File: src/rtl/alu_serial_ctrl.sv
// alu_serial_ctrl: bit-serial sequencer driving an external 1-bit ALU slice.
// Operands are shifted out LSB first and the result is shifted in from the MSB.
module alu_serial_ctrl #(
  parameter int WIDTH = 8
) (
  input  logic             clk,
  input  logic             rst_n,
  input  logic             start,
  input  logic [WIDTH-1:0] a_in,
  input  logic [WIDTH-1:0] b_in,
  input  logic [2:0]       op,
  input  logic             cin,
  output logic             slice_a,
  output logic             slice_b,
  output logic             slice_cn,
  output logic [2:0]       slice_s,
  input  logic             slice_y,
  input  logic             slice_cn_1,
  output logic             busy,
  output logic             done,
  output logic [WIDTH-1:0] result,
  output logic             cout
);

  localparam int CW = $clog2(WIDTH);
  localparam logic [CW-1:0] LAST = CW'(WIDTH - 1);

  localparam logic [1:0] IDLE = 2'd0;
  localparam logic [1:0] RUN  = 2'd1;
  localparam logic [1:0] FIN  = 2'd2;

  logic [1:0]       state;
  logic [WIDTH-1:0] a_sr;
  logic [WIDTH-1:0] b_sr;
  logic [WIDTH-1:0] res_sr;
  logic [2:0]       op_r;
  logic             carry;
  logic             cout_r;
  logic [CW-1:0]    cnt;
  logic             run;

  assign run = (state == RUN);

  // Slice inputs are gated so the slice sees zeros outside RUN.
  assign slice_a  = run & a_sr[0];
  assign slice_b  = run & b_sr[0];
  assign slice_cn = run & carry;
  assign slice_s  = op_r;

  assign busy   = run;
  assign done   = (state == FIN);
  assign result = res_sr;
  assign cout   = cout_r;

  always_ff @(posedge clk) begin
    if (!rst_n) begin
      state  <= IDLE;
      a_sr   <= '0;
      b_sr   <= '0;
      res_sr <= '0;
      op_r   <= '0;
      carry  <= 1'b0;
      cout_r <= 1'b0;
      cnt    <= '0;
    end else begin
      unique case (state)
        IDLE: begin
          if (start) begin
            a_sr   <= a_in;
            b_sr   <= b_in;
            op_r   <= op;
            carry  <= cin;
            cnt    <= '0;
            res_sr <= '0;
            state  <= RUN;
          end
        end
        RUN: begin
          a_sr   <= a_sr >> 1;
          b_sr   <= b_sr >> 1;
          res_sr <= {slice_y, res_sr[WIDTH-1:1]};
          carry  <= slice_cn_1;
          if (cnt == LAST) begin
            cout_r <= slice_cn_1;
            state  <= FIN;
          end else begin
            cnt <= cnt + CW'(1);
          end
        end
        FIN: begin
          state <= IDLE;
        end
        default: begin
          state <= IDLE;
        end
      endcase
    end
  end

endmodule

File: config.mk
export PLATFORM = sky130hd
export DESIGN_NAME = alu_serial_ctrl
export DESIGN_NICKNAME = d
export VERILOG_FILES = /design/src/rtl/alu_serial_ctrl.sv
export SDC_FILE = /design/constraint.sdc
export NUM_CORES = 1
export LEC_CHECK = 0
export CAP_MARGIN = 0
export CELL_PAD_IN_SITES_DETAIL_PLACEMENT = 2
export CELL_PAD_IN_SITES_GLOBAL_PLACEMENT = 2
export CORE_MARGIN = 4
export CORE_UTILIZATION = 28
export DETAILED_ROUTE_END_ITERATION = 8
export GPL_TIMING_DRIVEN = 0
export PLACE_DENSITY_LB_ADDON = 0.12
export SETUP_SLACK_MARGIN = 0.5
export SLEW_MARGIN = 20
export SYNTH_ARGS = -nofsm -noshare
export SYNTH_HDL_FRONTEND = slang
export SYNTH_SLANG_ARGS = --single-unit
File: constraint.sdc
create_clock -name clk -period 1.7 [get_ports clk]
set_input_delay 0.34 -clock clk [delete_from_list [all_inputs] [get_ports clk]]
set_output_delay 0.34 -clock clk [all_outputs]
set_load 0.005 [all_outputs]
==> impl_metrics.json, run 1 <==
{
  "status": "completed",
  "post-route-util_pct": 49.0,
  "syn_area_per_cell_um2": 9.75,
  "max_clock_freq_mhz": 656,
  "finalMaxSlewViolations": 0,
  "hold_end": "slice_s[2]",
  "p_per_area_nw_per_um2": 757,
  "cp.arrival_ns": 1.18,
  "startpoint_type": "flop",
  "syn-cell-area_um2": 1460,
  "clockBufferDepth": 2,
  "path_delay_family": "flip-flops",
  "synthCells": 150,
  "max_stage_delay_ns": 0.33,
  "globalRoute.busiestLayer": "met2",
  "rsz0062_at_grt": "yes",
  "gr-usage-met1_pct": 18.3,
  "worstSetupStartpoint": "state[1]",
  "hpwl_um": 3030,
  "syn_nets": 177,
  "clk_pin_slew_worst_paths_ns": 0.07,
  "p_leak_uw": 0.00103,
  "min-delay-start": "slice_s[2]",
  "finalPower_uw": 1880,
  "place.gp.congestion": 0.741,
  "slew_headroom_pct": 69.5,
  "timing.hold.ws_ns": 0.497,
  "cts_tree": "built",
  "synth_seq_cells": 34,
  "worstSetupEndpointType": "primary output",
  "drt_iter0_drc": 15,
  "num_rows": 26,
  "vias": 1436,
  "min_path_cells": 2,
  "layout_common_cells": "nor2_1 (29), buf_4 (23), clkdlybuf4s50_1 (23)",
  "synth.yosys.warnings": 0,
  "numClockSinks": 34,
  "critPathBufInv": 3,
  "grt_util_all_layers_pct": 16.7,
  "grtUsageMet3_pct": 5.16,
  "hold_viol_final": 0,
  "critPathSlowestCell": "dfxtp_2",
  "rr_endpoint": "cout",
  "initial_core_util_pct": 28.8,
  "fin_crit_ns": 1.52,
  "setup_viol": 0,
  "path_cells": "buf_6, nor2b_4, buf_6, and2_4, buf_6",
  "core_um2": 5070,
  "final_common_cell": "nor2_1",
  "drt-wirelength-per-cell_um": 17.5,
  "vias_per_cell": 4.84,
  "ir_worst_vdd_mv": 0.343,
  "area.growth.synth_to_final_pct": 70.0,
  "drive_gt1_share_pct": 44.9,
  "grt_max_degree": 11,
  "die_area_um2": 6440,
  "overflow": 0,
  "path_common_cell": "buf_6",
  "rrSetupSlack_ns": 0.23,
  "io_buffers": 41,
  "grt_pass1_wl_um": 8170,
  "die_x_um": 80.3,
  "hp-class": "reg -> reg",
  "grt_pass1_vias": 1617,
  "ios": 42,
  "antenna_found_initial": 0,
  "cap_viol_max_count": 0,
  "detail-route-antenna-nets": 0,
  "drc": 0,
  "dp.cells": 261,
  "fin_nets": 253,
  "drt-total-wl_um": 5190,
  "fillers": 558,
  "n_antenna_cell": 0,
  "die_y_um": 80.3,
  "worst_pin_slew_ns": 0.458,
  "ys_types": 27,
  "finClkSkew_ns": 0.00387,
  "r2r_cells": 7,
  "ys_seq_area_share_pct": 46.5,
  "gr-usage-met2_pct": 30.6,
  "worstPathRequired_ns": 1.36,
  "clk_latency_ns": 0.29,
  "h-tree-depth": 2,
  "cts_buffers": 5,
  "r2r-start": "state[1]",
  "first_pass_iters": 3,
  "fin_crit_sh_pct": 89.7,
  "final_cells": 297,
  "path_max_fanout": 5,
  "crit_type": "reg -> out",
  "root_buffer": "clkbuf_8"
}
## worst max-delay path by stage
stage / endpoint / slack, ns / cells past startpoint
after floorplan: slice_a / 0.52 / 4
after global placement: slice_cn / -0.07 / 5
after detailed placement: slice_cn / -0.08 / 5
after CTS: slice_cn / 0.18 / 5
after global routing: slice_cn / 0.13 / 5
final: slice_cn / 0.18 / 5
## metal layers
layer	routed length [µm]	share of wire, %
met3	167	3.2
met2	2850	55
met4	71	1.4
met1	2100	40
met5	0	0
## layout make-up
cell class	count	area, µm²	share of cell area (%)
multi-input combinational	102	830	33.4
sequential	34	703	28.3
timing repair buffer	69	627	25.2
buffer	12	139	5.59
tap	70	87.6	3.52
clock buffer	7	86.3	3.47
inverter	2	8.76	0.352
clock inverter	1	5.00	0.201
## where the power goes
group,total (µW),internal (µW),switching [µW]
Combinational,371,215,156
Sequential,871,842,28.7
Clock,640,327,313
Total,1880,1380,498
## sequential cells by signal (all words and copies together), names as in the netlist
name	flops
slice_s	3
result	8
a_sr	8
cnt	3
carry	1
state	2
cout	1
b_sr	8
## repair_timing
| action | CTS | global route |
|---|---|---|
| gates resized for setup | 94 | 32 |
| buffers inserted | 19 | 6 |
| endpoints found under the setup margin | 51 | 49 |
| cloned | 2 | 1 |
| pin swaps | 10 | 3 |
| endpoints found under the hold margin | 0 | 0 |
| hold buffers | 0 | 0 |
## synthesized netlist by cell type (all sizes together)
cell | n | share of area, %
a211oi | 15 | 7.7
a21oi | 2 | 0.68
a22oi | 9 | 4.6
a31oi | 3 | 1.3
and2 | 3 | 1.3
buf | 9 | 5.0
clkbuf | 3 | 0.77
clkinv | 1 | 0.26
dfxtp | 34 | 47
ha | 2 | 1.7
inv | 1 | 0.26
mux2i | 20 | 14
nand2 | 3 | 0.77
nand3 | 4 | 1.4
nand3b | 1 | 0.51
nand4bb | 1 | 0.77
nor2 | 31 | 8.0
nor2b | 2 | 0.86
nor3 | 1 | 0.34
nor3b | 1 | 1.3
nor4b | 1 | 0.60
o21ai | 1 | 0.34
o21ba | 1 | 0.68
o21bai | 1 | 0.77
## through the flow
step / TNS, ns / area (µm²) / setup slack [ns]
6_report: 0 / 2490 / 0.175
5_1_grt: 0 / 2490 / 0.127
4_1_cts: 0 / 2390 / 0.178
3_5_place_dp: -0.494 / 1980 / -0.0848
3_3_place_gp: -0.214 / 1980 / -0.0686
2_1_floorplan: 0 / 1480 / 0.519
## cell families (layout without fill, tap and decap cells)
| logic type | count (synthesis) | count (layout) | synth area share [%] |
|---|---|---|---|
| AOI/OAI and AO/OA | 32 | 32 | 16.1 |
| adders and majority gates | 2 | 2 | 1.71 |
| buffers and inverters | 14 | 91 | 6.24 |
| DFF | 34 | 34 | 46.5 |
| muxes | 20 | 20 | 13.7 |
| and+or+nand+nor | 48 | 48 | 15.7 |
## worst register-to-register path, delay by kind of cell (launching register included)
family,cells,cell delay [ns]
buffers and inverters,4,0.51
DFF,1,0.33
muxes,1,0.21
and+or+nand+nor,2,0.29
(Power assumes the default switching activity.)
==> run 2, diff against run 1 <==
- GPL_TIMING_DRIVEN: 0 -> 1
==> run 2 against run 1 <==
Against the previous run: first-iteration DRC count grew 73%; sequential power increased by 1%; sequential share of layout area decreased by 1.2 points; global-route usage shrank 2.6 points; core utilization grew 1.9 points; clock-buffer cell count shrank 2; clock skew grew 0.0013 ns; combinational power rose by 17%; sequential cell count unchanged; die area did not move; clock power decreased by 12%; critical path type unchanged.
==> impl_metrics.json, run 2 (synthesis gave the netlist of run 1 again) <==
{
  "grt_pass1_wl_um": 6970,
  "drt_iter0_drc": 26,
  "drt-total-wl_um": 5620,
  "root_buffer": "clkbuf_8",
  "cts_buffers": 5,
  "layout_common_cells": "clkdlybuf4s50_1 (23), dfxtp_1 (22), mux2i_1 (20)",
  "core_um2": 5070,
  "critPathBufInv": 2,
  "min_path_cells": 2,
  "cts.hold.buffers_added": 0,
  "hold_viol_final": 0,
  "clockBufferDepth": 2,
  "antenna_found_initial": 0,
  "grt_max_degree": 35,
  "h-tree-depth": 2,
  "fin_crit_ns": 1.52,
  "timing.hold.ws_ns": 0.502,
  "fin_nets": 244,
  "r2r-start": "state[0]",
  "place_ws_ns": -0.0653,
  "gr-usage-met2_pct": 27.6,
  "vias": 1390,
  "num_rows": 26,
  "worstSetupEndpointType": "primary output",
  "cp.arrival_ns": 1.18,
  "dp.cells": 255,
  "path_common_cell": "buf_6",
  "rsz0062_at_grt": "yes",
  "slew_headroom_pct": 70.2,
  "n_antenna_cell": 0,
  "numClockSinks": 34,
  "first_pass_iters": 4,
  "path_max_fanout": 3,
  "p_per_area_nw_per_um2": 729,
  "critPathSlowestCell": "dfxtp_4",
  "vias_per_cell": 4.84,
  "setup_tns_ns": 0,
  "hp-class": "reg -> reg",
  "final_cells": 287,
  "io_buffers": 41,
  "hold_end": "cnt[0]",
  "cts_tree": "built",
  "rrSetupSlack_ns": 0.23,
  "hpwl_um": 2760,
  "path_delay_family": "flip-flops",
  "ir_worst_vdd_mv": 0.398,
  "finalPower_uw": 1880,
  "max_stage_delay_ns": 0.36,
  "r2r_cells": 6,
  "drt-wirelength-per-cell_um": 19.6,
  "fin_crit_sh_pct": 89.4,
  "worst_pin_slew_ns": 0.448,
  "grtUsageMet3_pct": 4.15,
  "overflow": 0,
  "finalMaxSlewViolations": 0,
  "die_y_um": 80.3,
  "finClkSkew_ns": 0.00513,
  "die_area_um2": 6440,
  "grt_pass1_vias": 1488,
  "worstPathRequired_ns": 1.36,
  "startpoint_type": "flop",
  "globalRoute.busiestLayer": "met2",
  "ios": 42,
  "grt_util_all_layers_pct": 14.0,
  "max_clock_freq_mhz": 658,
  "place.gp.congestion": 0.752,
  "initial_core_util_pct": 28.8,
  "min-delay-start": "cnt[0]",
  "cap_viol_max_count": 0,
  "drive_gt1_share_pct": 49.3,
  "drc": 0,
  "clk_pin_slew_worst_paths_ns": 0.07,
  "final_common_cell": "clkdlybuf4s50_1",
  "p_leak_uw": 0.00100,
  "setup_viol": 0,
  "rr_endpoint": "slice_s[1]",
  "crit_type": "reg -> out",
  "gr-usage-met1_pct": 14.1,
  "detail-route-antenna-nets": 0,
  "die_x_um": 80.3,
  "setup_slack_ns": 0.180,
  "area.growth.synth_to_final_pct": 76.5,
  "status": "completed",
  "clk_latency_ns": 0.28,
  "path_cells": "nor2b_4, buf_6, and2_4, buf_6"
}
## run 2: cell count changes in the layout (fill, tap and decap cells not counted), sizes merged
cell,previous run,this run
clkbuf,17,10
dlygate4sd2,0,1
clkdlybuf4s15,5,9
clkinv,2,3
dlymetal6s2s,1,0
buf,42,34
## run 2: per-stage QoR
step | util [%] | instance area (µm²)
after floorplan | - | 1480
after global placement | 38.3 | 1940
after detailed placement | 38.3 | 1940
after CTS | 44.0 | 2230
after global routing | 50.9 | 2580
final | 50.9 | 2580
## run 2: final cells by class
type                            count  area [µm²]
Multi-Input combinational cell    102         935
Clock buffer                        5        68.8
Inverter                            2        7.51
Timing Repair Buffer               72         774
Clock inverter                      2        10.0
Sequential cell                    34         698
Fill cell                         519        2490
Tap cell                           70        87.6
## run 2: layer usage
metal  vias to the layer above  part of all wire (%)
li1                        669                     -
met1                       693                    40
met2                        23                    58
met3                         5                   2.3
met4                         0                  0.55
met5                         -                     0
## run 2: worst max-delay path by stage
stage	startpoint	end	slack, ns	depth (start not counted)
6_report	state[0]	slice_a	0.18	4
5_1_grt	state[0]	slice_a	0.13	4
4_1_cts	state[0]	slice_b	0.24	4
3_5_place_dp	start	slice_s[1]	-0.07	4
3_3_place_gp	start	slice_s[1]	0.07	4
2_1_floorplan	state[1]	slice_a	0.52	4
## run 2: report_power, final
part / internal [µW] / leakage [µW] / switching [µW]
Clock: 275 / 0.0000438 / 290
Combinational: 245 / 0.000675 / 190
Sequential: 842 / 0.000285 / 40.9
## run 2: repair_timing
item	4_1_cts	5_1_grt
gates resized for setup	79	62
pin swaps	4	7
setup buffers	13	6
setup endpoints to repair	50	43
cloned	1	5
endpoints found under the hold margin	0	0
## run 2: worst reg2reg max path, stage by stage (launching register included)
cell	delay, ns
dfxtp_4	0.35
buf_4	0.13
buf_6	0.11
buf_12	0.13
nor3b_4	0.29
mux2i_1	0.27
nor2_1	0.07
==> run 3, diff against run 2 <==
- CTS_CLUSTER_SIZE: default -> 40
==> results of run 3 <==
Final layout, timing and power as in run 2 (identical DEF).
